`config.mk`:
```
export PLATFORM = sky130hd
export DESIGN_NAME = icache_dm
export DESIGN_NICKNAME = d
export VERILOG_FILES = /design/src/rtl/icache_dm.sv
export SDC_FILE = /design/constraint.sdc
export NUM_CORES = 1
export LEC_CHECK = 0
export CAP_MARGIN = 0
export CORE_MARGIN = 2
export CORE_UTILIZATION = 60
export DETAILED_ROUTE_END_ITERATION = 12
export PLACE_DENSITY = 0.87
export SLEW_MARGIN = 0
export SYNTH_ARGS = -nofsm -noshare
export SYNTH_HDL_FRONTEND = slang
export SYNTH_SLANG_ARGS = --single-unit
export TNS_END_PERCENT = 100
```
`constraint.sdc`:
```
create_clock -name CLK -period 19 [get_ports CLK]
set_input_delay 2.85 -clock CLK [delete_from_list [all_inputs] [get_ports CLK]]
set_output_delay 2.85 -clock CLK [all_outputs]
set_load 0.05 [all_outputs]
```
`src/rtl/icache_dm.sv`:
```
// Direct-mapped, one-word-per-line, read-only instruction cache between fetch and the memory instruction port.
// Hits are served combinationally; a miss runs a single-outstanding fill and the request then hits on re-evaluation.
module icache_dm #(
  parameter int SETS  = 16,
  parameter int CNT_W = 32
) (
  input  logic             CLK,
  input  logic             nRST,
  input  logic             imemREN,
  input  logic [31:0]      imemaddr,
  output logic             ihit,
  output logic [31:0]      imemload,
  input  logic             flush,
  output logic             iREN,
  output logic [31:0]      iaddr,
  input  logic             iwait,
  input  logic [31:0]      iload,
  output logic [CNT_W-1:0] hit_cnt,
  output logic [CNT_W-1:0] miss_cnt
);
  localparam int IDX   = $clog2(SETS);
  localparam int TAG_W = 30 - IDX;

  typedef enum logic {IDLE, FETCH} state_t;

  state_t state, state_nxt;

  logic [SETS-1:0]  valid;
  logic [TAG_W-1:0] tags [SETS];
  logic [31:0]      data [SETS];

  // Word address of the outstanding miss; the byte offset is always zero.
  logic [29:0]      miss_word;

  logic [IDX-1:0]   req_idx, miss_idx;
  logic [TAG_W-1:0] req_tag, miss_tag;
  logic             hit, fill, start;
  logic             unused_bits;

  assign req_idx     = imemaddr[IDX+1:2];
  assign req_tag     = imemaddr[31:IDX+2];
  assign miss_idx    = miss_word[IDX-1:0];
  assign miss_tag    = miss_word[29:IDX];
  assign unused_bits = ^imemaddr[1:0];

  assign hit   = imemREN & valid[req_idx] & (tags[req_idx] == req_tag) & (state == IDLE) & ~flush;
  assign start = (state == IDLE) & imemREN & ~hit & ~flush;
  // Flush beats a completing response: the fill is dropped.
  assign fill  = (state == FETCH) & ~iwait & ~flush;

  assign ihit     = hit;
  assign imemload = hit ? data[req_idx] : 32'h0;

  always_comb begin
    state_nxt = state;
    iREN      = 1'b0;
    iaddr     = 32'h0;
    case (state)
      IDLE: begin
        if (start) state_nxt = FETCH;
      end
      FETCH: begin
        iREN  = 1'b1;
        iaddr = {miss_word, 2'b00};
        if (flush || !iwait) state_nxt = IDLE;
      end
      default: state_nxt = IDLE;
    endcase
  end

  always_ff @(posedge CLK or negedge nRST) begin
    if (!nRST) begin
      state     <= IDLE;
      miss_word <= '0;
      valid     <= '0;
      hit_cnt   <= '0;
      miss_cnt  <= '0;
    end else begin
      state <= state_nxt;
      if (start) miss_word <= imemaddr[31:2];
      if (flush)     valid           <= '0;
      else if (fill) valid[miss_idx] <= 1'b1;
      if (hit)  hit_cnt  <= hit_cnt + CNT_W'(1);
      if (fill) miss_cnt <= miss_cnt + CNT_W'(1);
    end
  end

  // Tag and data need no reset: the valid bit qualifies them.
  always_ff @(posedge CLK) begin
    if (fill) begin
      tags[miss_idx] <= miss_tag;
      data[miss_idx] <= iload;
    end
  end

endmodule

```
After elaboration in Yosys (flattened, before gate mapping) --
Memory sizes are Yosys's and may differ from the RTL's. Index checks and enable logic that the tools add are counted. W data, S select, Z words.
Word-level totals: register bits after elaboration 111, RAM bits 928, input bits 69, output and inout port bits 130, logic and storage cells 45, memories kept 2
Memory list:
- data | words 16, bits a word 32, rd ports 1, clocked after memory_dff 0, write ports 1, RTL line 30 | logic [31:0] data [SETS];
- tags | words 16, bits a word 26, rd ports 1, clocked after memory_dff 0, write ports 1, RTL line 29 | logic [TAG_W-1:0] tags [SETS];
Cells by class: $add $sub $neg 2, magnitude comparators 3, equality and inequality tests 1, multiplexer cells 14, bitwise operators 14, reduce and logical (&&, ||, !) cells 4
Operators with widths (count):
- $add A32 B1 Y32 const B | 2
- $mux W32 | 2
- $mux W16 | 2
- $eq A26 B26 Y1 | 1
- $or A16 B16 Y16 | 1
- $lt A4 B5 Y1 const B | 2
- $and A1 B1 Y1 | 9
- $mux W1 | 7
- $bmux W1 S4 | 1
- $demux W1 S4 | 1
- $ge A4 B1 Y1 const B | 1
- $not A1 Y1 | 4
- $pmux W1 S2 | 1
- $reduce_bool A2 Y1 | 1
- $logic_and A1 B1 Y1 | 1
- $logic_not A1 Y1 | 1
- $logic_or A1 B1 Y1 | 1

Depth between registers and ports, before layout --
depth after elaboration 11, depth in mapped cells 17, gate-level depth less buffers 10

Worst setup path after synthesis --
No wires, ideal clock.
path type input-to-output, from input imemaddr[3], to output imemload[22], arrival time 6.510 ns, data required time 16.150 ns, slack 9.640 ns, cell stages on the path 14, buffers on the path 8, cell sequence buf_6 > buf_6 > buf_6 > buf_6 > buf_2 > clkbuf_1 > mux2i_1 > nand4_1 > or3b_1 > or4_1 > buf_4 > clkinv_2 > clkbuf_1 > and2_1
Between the ends: word-level cells in the longest chain between the ends 7, elaborated cells between the ends (all ways) 10, those cells by class eq/ne: 1; mux: 3; bitwise: 4; memory: 2
RTL lines:
- start, declared | RTL line 10 | input logic [31:0] imemaddr,
- parallel branches: the longest is 3 deep, another holds $mem_v2 Z16 W26
- $and A1 B1 Y1 (*) (3 in a row) | RTL line 46 | assign hit = imemREN & valid[req_idx] & (tags[req_idx] == req_tag) & (state == IDLE) & ~flush;
- via ihit | RTL line 11 | output logic ihit,
- $mux W32 (*) | RTL line 52 | assign imemload = hit ? data[req_idx] : 32'h0;
- end, declared | RTL line 12 | output logic [31:0] imemload,
Mark *: on every way through the listed nets, which the timed path passes. The select of a mux whose other input is x is not followed.

Final worst setup path --
from input imemaddr[5], to output imemload[12]
Between the ends: word-level cells in the longest chain between the ends 7, elaborated cells between the ends (all ways) 10, those cells by class eq/ne: 1; mux: 3; bitwise: 4; memory: 2
RTL lines (RTL line):
- parallel branches: the longest is 6 deep, another holds $mem_v2 Z16 W26
- $mux W32 (*) | 52
Mark *: on every way between the ends. The select of a mux whose other input is x is not followed.

==> parameters.txt <==
Parameter                              Value

Final layout
  Final design area excluding fillers ... 47300 um2
  Core occupancy in the finished layout ... 69.4%
  Fin nets ... 2263
  Post-layout instance count excluding filler cells ... 3160
  Area growth from synthesis to layout ... 15.0%
  Fillcell total ... 3899
  Ratio of cells with drive above 1 in the final layout ... 22.5%

Logic synthesis
  Number of synthesized flops with an enable pin ... 928
  Seq cells post-synth ... 1039
  Top cells by instance count after synthesis ... edfxtp_1, mux4_2, dfrtp_1
  Netlist Area Pre-Place ... 41100 um2
  Top post-synthesis cells by area ... edfxtp_1, mux4_2, dfrtp_1
  Sequential area share after synthesis ... 74.5%
  Asr flop ratio synth ... 10.7%
  Yosys synthesis warning count ... 0
  Cell with the most instances after synthesis ... edfxtp_1
  Library cell occupying the most area in the post-synthesis netlist ... edfxtp_1
  Share of Yosys cell area claimed by the top area cell type ... 67.7%
  Number of different library cells in the post-synthesis netlist ... 64
  Mean post-synth cell area ... 21.0 um2
  Predominant post-synthesis flop cell ... edfxtp_1
  Post-Syn Instances ... 1956

STA
  Worst Clk Skew ... 0.0366 ns
  Fmax ... 0.0849 GHz
  Total Neg Setup Slack ... 0 ns
  Final Hold Violating Endpoints ... 0
  Relative slew margins ... 15.3%
  Final setup violation count ... 0
  Max Transition Viols Final ... 0
  Worst Tran Pin Value ... 1.27 ns
  Setup repair after global routing missed its margin ... no
  Final period demand of the worst path ... 11.79 ns
  Share of the cycle needed by the critical path after routing ... 62.0%

Clock tree
  Number of cells upsized or downsized after cts ... 0
  TritonCTS clock tree ... done
  Clk_lat worst skew ... 0.68 ns
  Clk slew on worst S/H paths ... 0.06 ns
  Sink Count ... 1039
  CTS H-tree lvls ... 3
  Inserted Clock Buffers ... 97
  Max Root-Sink Buffers ... 3
  Hold-fix buffers, CTS ... 0
  Setup Fix Bufs, Post-CTS ... 0
  Clock root buffer ... clkbuf_16

Power
  Pleak ... 0.0159 uW
  Design Power ... 4890 uW
  PD cells ... 103 nW/um2
  Largest vdd supply drop ... 109 uV

Worst setup path
  Cell depth of the worst flop-to-flop path ... 11
  Worst Setup End Kind ... output pin
  CP Data Arrival Time ... 8.94 ns
  Flop2flop setup slack ... 14.11 ns
  Startpoint of the worst register-to-register path ... tags[13][6]
  Startpoint type of the worst setup path ... input port
  Critical path peak fanout ... 39
  Required time of the worst setup path ... 16.15 ns
  Category of the most critical setup path ... in -> out
  Endpoint of the worst-slack reg-to-reg timing path ... miss_word[3]

Floorplan
  Number of rows created at floorplan ... 96
  Die Width ... 266 um
  I/O pins ... 199
  Full die area ... 70700 um2
  Die outline height ... 266 um
  Core region area ... 68200 um2
  Initial cell density of the core ... 60.3%

Global route
  Remaining Overflow, GRT ... 0
  Global-route total usage across every layer ... 28.6%
  Pin count of the biggest net entering global routing ... 91
  First-pass GRT wire length ... 146000 um
  Number of antenna violations at the first check in global routing ... 3
  Vias in the first global route ... 22200

Routing
  Avg Vias per Cell ... 6.66
  Number of optimization iterations in the first detailed-route pass ... 5
  DRC violation count after routing ... 0
  Via count of the routed design ... 21000
  Routed WL ... 99200 um
  Post-detailed-route wirelength per cell ... 31.4 um
  Starting DRC count in detailed routing ... 2524
  Post-route antenna net violation count ... 0

Place
  GPL Wtd Cong ... 0.881
  Port bufs ... 194
  Half-perimeter wire length after detailed placement ... 51400 um
  Cell Count Post-Placement ... 2975
  Area after detailed placement ... 44100 um2

Hold path
  Number of instances on the worst hold path ... 1
  Terminating pin of the worst hold path ... miss_cnt[31]
  Min-delay worst type ... reg -> reg
  Launch instance of the worst min-delay path ... miss_cnt[31]

Job
  Max Cap Viol ... 0

Outcome
  Outcome ... completed
report_power, final:
part	switching (uW)	total, uW	internal [uW]
Clock	857	1960	1110
Combinational	174	302	128
Sequential	64.5	2630	2560
cell usage in the layout (no fill, tap or decap), types with 17 or more instances in the layout:
cell type,count
edfxtp_1,928
mux4_2,255
clkdlybuf4s50_1,190
dfrtp_1,111
clkbuf_16,99
mux2i_1,71
and2_1,67
xnor2_1,53
nand2_1,48
xor2_1,46
buf_4,37
nor2_1,32
mux2_4,29
clkinv_2,22
clkinv_1,22
nand3_1,20
clkbuf_1,17
registers in the layout, indices dropped and copies added (netlist names):
name,flops
data,512
hit_cnt,32
miss_cnt,32
miss_word,30
state,1
tags,416
valid,16
metal layers:
layer | part of all wire [%] | GRT usage [%] | vias to the layer above | routed length [um]
met5 | 0.020 | 0 | - | 20
met4 | 3.9 | 11.4 | 2 | 3880
met3 | 8.8 | 5.72 | 262 | 8750
met2 | 52 | 48.4 | 1315 | 51600
met1 | 35 | 37.0 | 11000 | 34900
li1 | - | - | 8434 | -
cell type report:
cell class / count / area (um2) / area share, %
flip-flops and latches: 1039 / 30600 / 64.8
multi-input cells: 810 / 10100 / 21.3
clock inverters: 62 / 621 / 1.31
clock buffers: 121 / 2610 / 5.52
repair buffers: 230 / 2220 / 4.69
diodes: 2 / 5.00 / 0.0106
inverters: 14 / 55.1 / 0.116
well taps: 882 / 1100 / 2.33
worst max-delay path: stages:
cell and delay [ns]:
clkdlybuf4s50_1 0.47, buf_4 0.42, clkinv_2 0.53, buf_4 0.62, mux2i_1 0.32, mux2i_1 0.15, xor2_1 0.25, nor3_1 0.45
or3b_1 0.41, or4_1 0.50, buf_4 0.27, clkinv_2 0.54, and2_1 0.25, clkdlybuf4s50_1 0.81
kinds of logic after synthesis:
| kind of cell | after synthesis | share of synthesized area (%) |
|---|---|---|
| other | 1 | 0.00911 |
| and+or+nand+nor | 287 | 4.00 |
| muxes | 360 | 16.9 |
| xor gates and xnor gates | 99 | 2.11 |
| AOI/OAI and AO/OA | 60 | 1.09 |
| adders and majority gates | 2 | 0.0608 |
| DFF | 1039 | 74.5 |
| buffers and inverters | 108 | 1.36 |
stage by stage:
stage,hold slack (ns),setup slack [ns]
finish,0.475,7.21
global route,0.493,7.01
CTS,0.480,7.19
detailed placement,0.468,7.26
global placement,0.456,7.26
floorplan,0.448,9.64
worst max path at each step:
stage / startpoint / endpoint / slack (ns)
finish: imemaddr[5] / imemload[12] / 7.21
global route: imemaddr[5] / imemload[0] / 7.01
CTS: imemaddr[5] / imemload[12] / 7.19
detailed placement: imemaddr[5] / imemload[12] / 7.26
global placement: imemaddr[5] / imemload[24] / 7.26
floorplan: imemaddr[3] / imemload[22] / 9.64
Power figures use the tool's default switching activity.
